<file path="config.mk">
export PLATFORM = sky130hd
export DESIGN_NAME = sram_serial_ctrl
export DESIGN_NICKNAME = d
export VERILOG_FILES = /design/src/rtl/sram_serial_ctrl.sv
export SDC_FILE = /design/constraint.sdc
export NUM_CORES = 1
export LEC_CHECK = 0
export ABC_AREA = 1
export BUFFER_PORTS_ARGS = -buffer_cell sky130_fd_sc_hd__buf_2
export CORE_AREA = 2 2 109 111
export CTS_CLUSTER_SIZE = 28
export DETAILED_ROUTE_END_ITERATION = 10
export DIE_AREA = 0 0 111 113
export PLACE_DENSITY = 0.83
export REMOVE_ABC_BUFFERS = 1
export SYNTH_ARGS = -nofsm -noshare
export SYNTH_HDL_FRONTEND = slang
export SYNTH_SLANG_ARGS = --single-unit
</file>
<file path="constraint.sdc">
create_clock -name clk -period 1.8 [get_ports clk]
set_input_delay 0.18 -clock clk [delete_from_list [all_inputs] [get_ports clk]]
set_output_delay 0.18 -clock clk [all_outputs]
set_load 0.02 [all_outputs]
</file>
<file path="src/rtl/sram_serial_ctrl.sv">
// sram_serial_ctrl: serial-load SRAM front end with bit-serial word assembly,
// one-cycle write commit and a pipelined read path of RD_LAT cycles.
module sram_serial_ctrl #(
    parameter int ROWS      = 16,
    parameter int COLS      = 8,
    parameter int RD_LAT    = 1,
    parameter int MSB_FIRST = 1,
    localparam int AW       = (ROWS > 1) ? $clog2(ROWS) : 1,
    localparam int CW       = $clog2(COLS + 1)
) (
    input  logic            clk,
    input  logic            arst_n,
    input  logic            serial_in,
    input  logic            shift,
    input  logic            w_en,
    input  logic            r_en,
    input  logic [AW-1:0]   addr,
    output logic            word_ready,
    output logic            busy,
    output logic            data_valid,
    output logic [COLS-1:0] data_out,
    output logic            err
);
    typedef enum logic [1:0] {IDLE, LOAD, FULL, WRITE} state_t;

    state_t            state_q, state_d;
    logic [CW-1:0]     cnt_q, cnt_d;
    logic [COLS-1:0]   shreg_q, shreg_d;
    logic [AW-1:0]     waddr_q, waddr_d;
    logic              err_q, err_d;
    logic              rd_ok;
    logic              addr_ok;
    logic [COLS-1:0]   shift_in;
    logic [COLS-1:0]   mem [ROWS];
    logic [RD_LAT-1:0] pv_q;
    logic [COLS-1:0]   pd_q [RD_LAT];

    assign addr_ok  = 32'(addr) < ROWS;
    assign shift_in = (MSB_FIRST != 0) ? {shreg_q[COLS-2:0], serial_in}
                                       : {serial_in, shreg_q[COLS-1:1]};

    always_comb begin
        state_d = state_q;
        cnt_d   = cnt_q;
        shreg_d = shreg_q;
        waddr_d = waddr_q;
        err_d   = 1'b0;
        rd_ok   = 1'b0;
        case (state_q)
            IDLE, LOAD: begin
                if (shift) begin
                    shreg_d = shift_in;
                    cnt_d   = cnt_q + CW'(1);
                    state_d = (cnt_d == CW'(COLS)) ? FULL : LOAD;
                end
                err_d = w_en || (r_en && !addr_ok);
                rd_ok = r_en && addr_ok;
            end
            FULL: begin
                if (w_en && addr_ok) begin
                    state_d = WRITE;
                    waddr_d = addr;
                end
                // a write request wins over a simultaneous read, which is flagged
                err_d = shift || (w_en && !addr_ok) || (r_en && (w_en || !addr_ok));
                rd_ok = r_en && !w_en && addr_ok;
            end
            default: begin
                state_d = IDLE;
                cnt_d   = '0;
                shreg_d = '0;
                err_d   = shift || w_en || r_en;
            end
        endcase
    end

    always_ff @(posedge clk or negedge arst_n) begin
        if (!arst_n) begin
            state_q <= IDLE;
            cnt_q   <= '0;
            shreg_q <= '0;
            waddr_q <= '0;
            err_q   <= 1'b0;
        end else begin
            state_q <= state_d;
            cnt_q   <= cnt_d;
            shreg_q <= shreg_d;
            waddr_q <= waddr_d;
            err_q   <= err_d;
        end
    end

    always_ff @(posedge clk) begin
        if (state_q == WRITE) mem[waddr_q] <= shreg_q;
    end

    // data stages only advance behind a valid token so data_out holds between pulses
    always_ff @(posedge clk or negedge arst_n) begin
        if (!arst_n) begin
            pv_q <= '0;
            for (int i = 0; i < RD_LAT; i++) pd_q[i] <= '0;
        end else begin
            pv_q[0] <= rd_ok;
            if (rd_ok) pd_q[0] <= mem[addr];
            for (int i = 1; i < RD_LAT; i++) begin
                pv_q[i] <= pv_q[i-1];
                if (pv_q[i-1]) pd_q[i] <= pd_q[i-1];
            end
        end
    end

    assign word_ready = state_q == FULL;
    assign busy       = state_q == WRITE;
    assign err        = err_q;
    assign data_valid = pv_q[RD_LAT-1];
    assign data_out   = pd_q[RD_LAT-1];
endmodule
</file>
==> qor.yml <==
drt:
  ant_nets: 0
  drc_errors: 0
  firstDrtPassIters: 6
  avgRoutedWirePerCell_um: 17.7
  vias: 4808
  routed_via_density: 5.55
  drt-initial-drc-count: 797
  routed_wl_um: 15400
cts:
  cts.sinks: 156
  clk_pin_slew_worst_paths_ps: 60
  root_buffer: "clkbuf_16"
  cts_tree: "yes"
  cts_max_path_buffers: 2
  numCtsBuffers: 17
  clk-insertion-delay-late_ps: 420
  post_cts_buffers: 0
  h-tree-depth: 4
sta:
  fmax_mhz: 626
  period_needed_ps: 1600
  hold_ws_ps: 44.4
  slew_violations: 0
  post-route-period-util_pct: 88.7
  tightest_slew_ps: 632
  rsz0062_at_grt: "no"
  finalHoldViolCount: 0
  setup-tns-final_ps: 0
  slew-limit-headroom_pct: 57.9
  finalSetupViolations: 0
  final.setup_skew_ps: 11.5
synth:
  netlist_instances: 665
  synth_top_area_cell: "edfxtp_1"
  synth.distinct_cells: 22
  synth_top_area_share_pct: 57.1
  synth.most_common_cell: "nand2_1"
  synthTopCellsByArea: "edfxtp_1, nand2_1, dfrtp_1"
  synth_edf_count: 128
  seq_area_frac_synth_pct: 67.5
  yosys_warnings: 0
  syn_area_sq_um: 6730
  avgSynthCellArea_sq_um: 10.1
  ys.flop_type: "edfxtp_1"
  ys_async_sr_fraction_pct: 17.9
  synth_commonest_cells: "nand2_1, edfxtp_1, inv_1"
  ys_ff_latch: 156
worst_setup_path:
  crit_type: "reg -> reg"
  rrSetupSlack_ps: 200
  required_ps: 1920
  arrival_ps: 1720
  end_kind: "flop"
  crit_fanout: 8
  critPathLaunchType: "flop"
floorplan:
  start_util_pct: 59.7
  die_w_um: 111
  core_region_area_sq_um: 11300
  ios: 22
  dieArea_sq_um: 12500
  num_rows: 39
  die_y_um: 113
hold_path:
  hp-class: "in -> reg"
place:
  port_buffers: 21
  dp_hpwl_um: 9590
  place_area_sq_um: 7080
  gp_congestion: 0.883
final_layout:
  fillers: 781
  final_cell_area_sq_um: 7670
  fin_nets: 721
  layout-drive-gt1-share_pct: 12.2
  area_growth_pct: 14.0
  n_antenna_cell: 0
  fin_util_pct: 68.1
power_and_ir_drop:
  power_mw: 9.22
  max-vdd-ir-drop_v: 0.000958
  p_leak_nw: 3.45
  power_density_nw_per_um2: 1200
global_route:
  grt_pass1_wl_um: 25000
  grt_pass1_vias: 4947
  grt.total_usage_pct: 26.2
  grt_max_degree: 66
  grt_antenna_before_repair: 0
  grt_overflow: 0
outcome:
  status: "completed"
flow_run:
  maxCapViolations: 0
## where the power goes
group	total [mW]	switching, mW	internal [mW]
logic	1.29	0.960	0.333
clock network	3.45	1.51	1.95
registers	4.48	0.140	4.34
## cell type report
| type | instances | area (sq um) | area share (%) |
|---|---|---|---|
| Clock buffer | 17 | 425 | 5.54 |
| Clock inverter | 15 | 149 | 1.94 |
| Sequential cell | 156 | 4540 | 59.2 |
| Inverter | 119 | 447 | 5.82 |
| Timing Repair Buffer | 52 | 368 | 4.79 |
| Multi-Input combinational cell | 364 | 1560 | 20.3 |
| Tap cell | 143 | 179 | 2.33 |
## worst max-delay path: stages, from the launching register on
cell and delay, ps:
dfrtp_1 430, nand2_1 120, inv_2 150, nand3_1 190, nor2_1 200, buf_4 200
## sequential cells by signal, indices dropped and copies added (netlist names)
register and cells:
mem 128, data_out 8, shreg_q 8, cnt_q 4
waddr_q 4, state_q 2, data_valid 1, err 1
## per-stage QoR
| step | std cells | setup slack, ps |
|---|---|---|
| finish | 866 | 203 |
| global route | 866 | 109 |
| CTS | 866 | 142 |
| detailed placement | 832 | 225 |
| global placement | 832 | 250 |
| floorplan | 639 | 166 |
## layout by cell type (no fill, tap or decap)
cell type      synthesis  routed
dlygate4sd3_1          0       2
a21oi_1                2       2
clkinv_4               0       1
nor2_1                27      27
a22o_1                 1       1
buf_12                 0       2
clkinvlp_4             0       3
buf_4                 10      27
inv_1                113     112
inv_8                  0       2
nand3_1               99      99
o21ai_1                1       1
o211ai_1               1       1
inv_2                  4       5
o21ai_0               10      10
ha_1                   1       1
edfxtp_1             128     128
nand2_1              211     211
buf_2                 11      21
o22ai_1                6       6
nor3_1                 1       1
inv_6                  0       7
clkbuf_16              0      17
dfrtp_1               28      28
clkinv_1               2       3
nor2_4                 2       2
nand4_1                2       2
bufinv_16              0       1
## final timing paths
| path | depth (start not counted) | endpoint | startpoint |
|---|---|---|---|
| worst max-delay path | 5 | mem[15][7]$_DFFE_PP_ | state_q[1]$_DFFE_PN0P_ |
| worst min-delay path | 3 | err$_DFF_PN0_ | r_en |
| worst max register to register | 5 | mem[15][7]$_DFFE_PP_ | state_q[1]$_DFFE_PN0P_ |
| worst min register to register | 2 | data_out[4]$_DFFE_PN0P_ | data_out[4]$_DFFE_PN0P_ |
| max in group asynchronous | 2 | state_q[0]$_DFFE_PN0P_ | arst_n |
| min in group asynchronous | 2 | data_out[5]$_DFFE_PN0P_ | arst_n |
## repair_timing
item                       in CTS  in global routing
resized for setup               0                  1
hold endpoints to repair       29                  0
hold buffers                    2                  0
setup endpoints to repair       0                  8
## kinds of logic (layout without fill, tap and decap cells)
kind of cell / Yosys count / after routing / share of synthesized area [%]
AOI/OAI and AO/OA: 21 / 21 / 1.77
adders and majority gates: 1 / 1 / 0.186
buffers and inverters: 145 / 203 / 9.30
DFF: 156 / 156 / 67.5
and+or+nand+nor: 342 / 342 / 21.2
## layer usage
| layer | vias to the layer above | global-route usage, % | routed length, um | part of all wire [%] |
|---|---|---|---|---|
| li1 | 2228 | - | - | - |
| met1 | 2245 | 33.3 | 5770 | 38 |
| met2 | 271 | 42.3 | 7500 | 49 |
| met3 | 64 | 6.59 | 1460 | 9.5 |
| met4 | 0 | 13.3 | 634 | 4.1 |
| met5 | - | 0 | 0 | 0 |
Note: power is estimated with default switching activity, not from simulation.
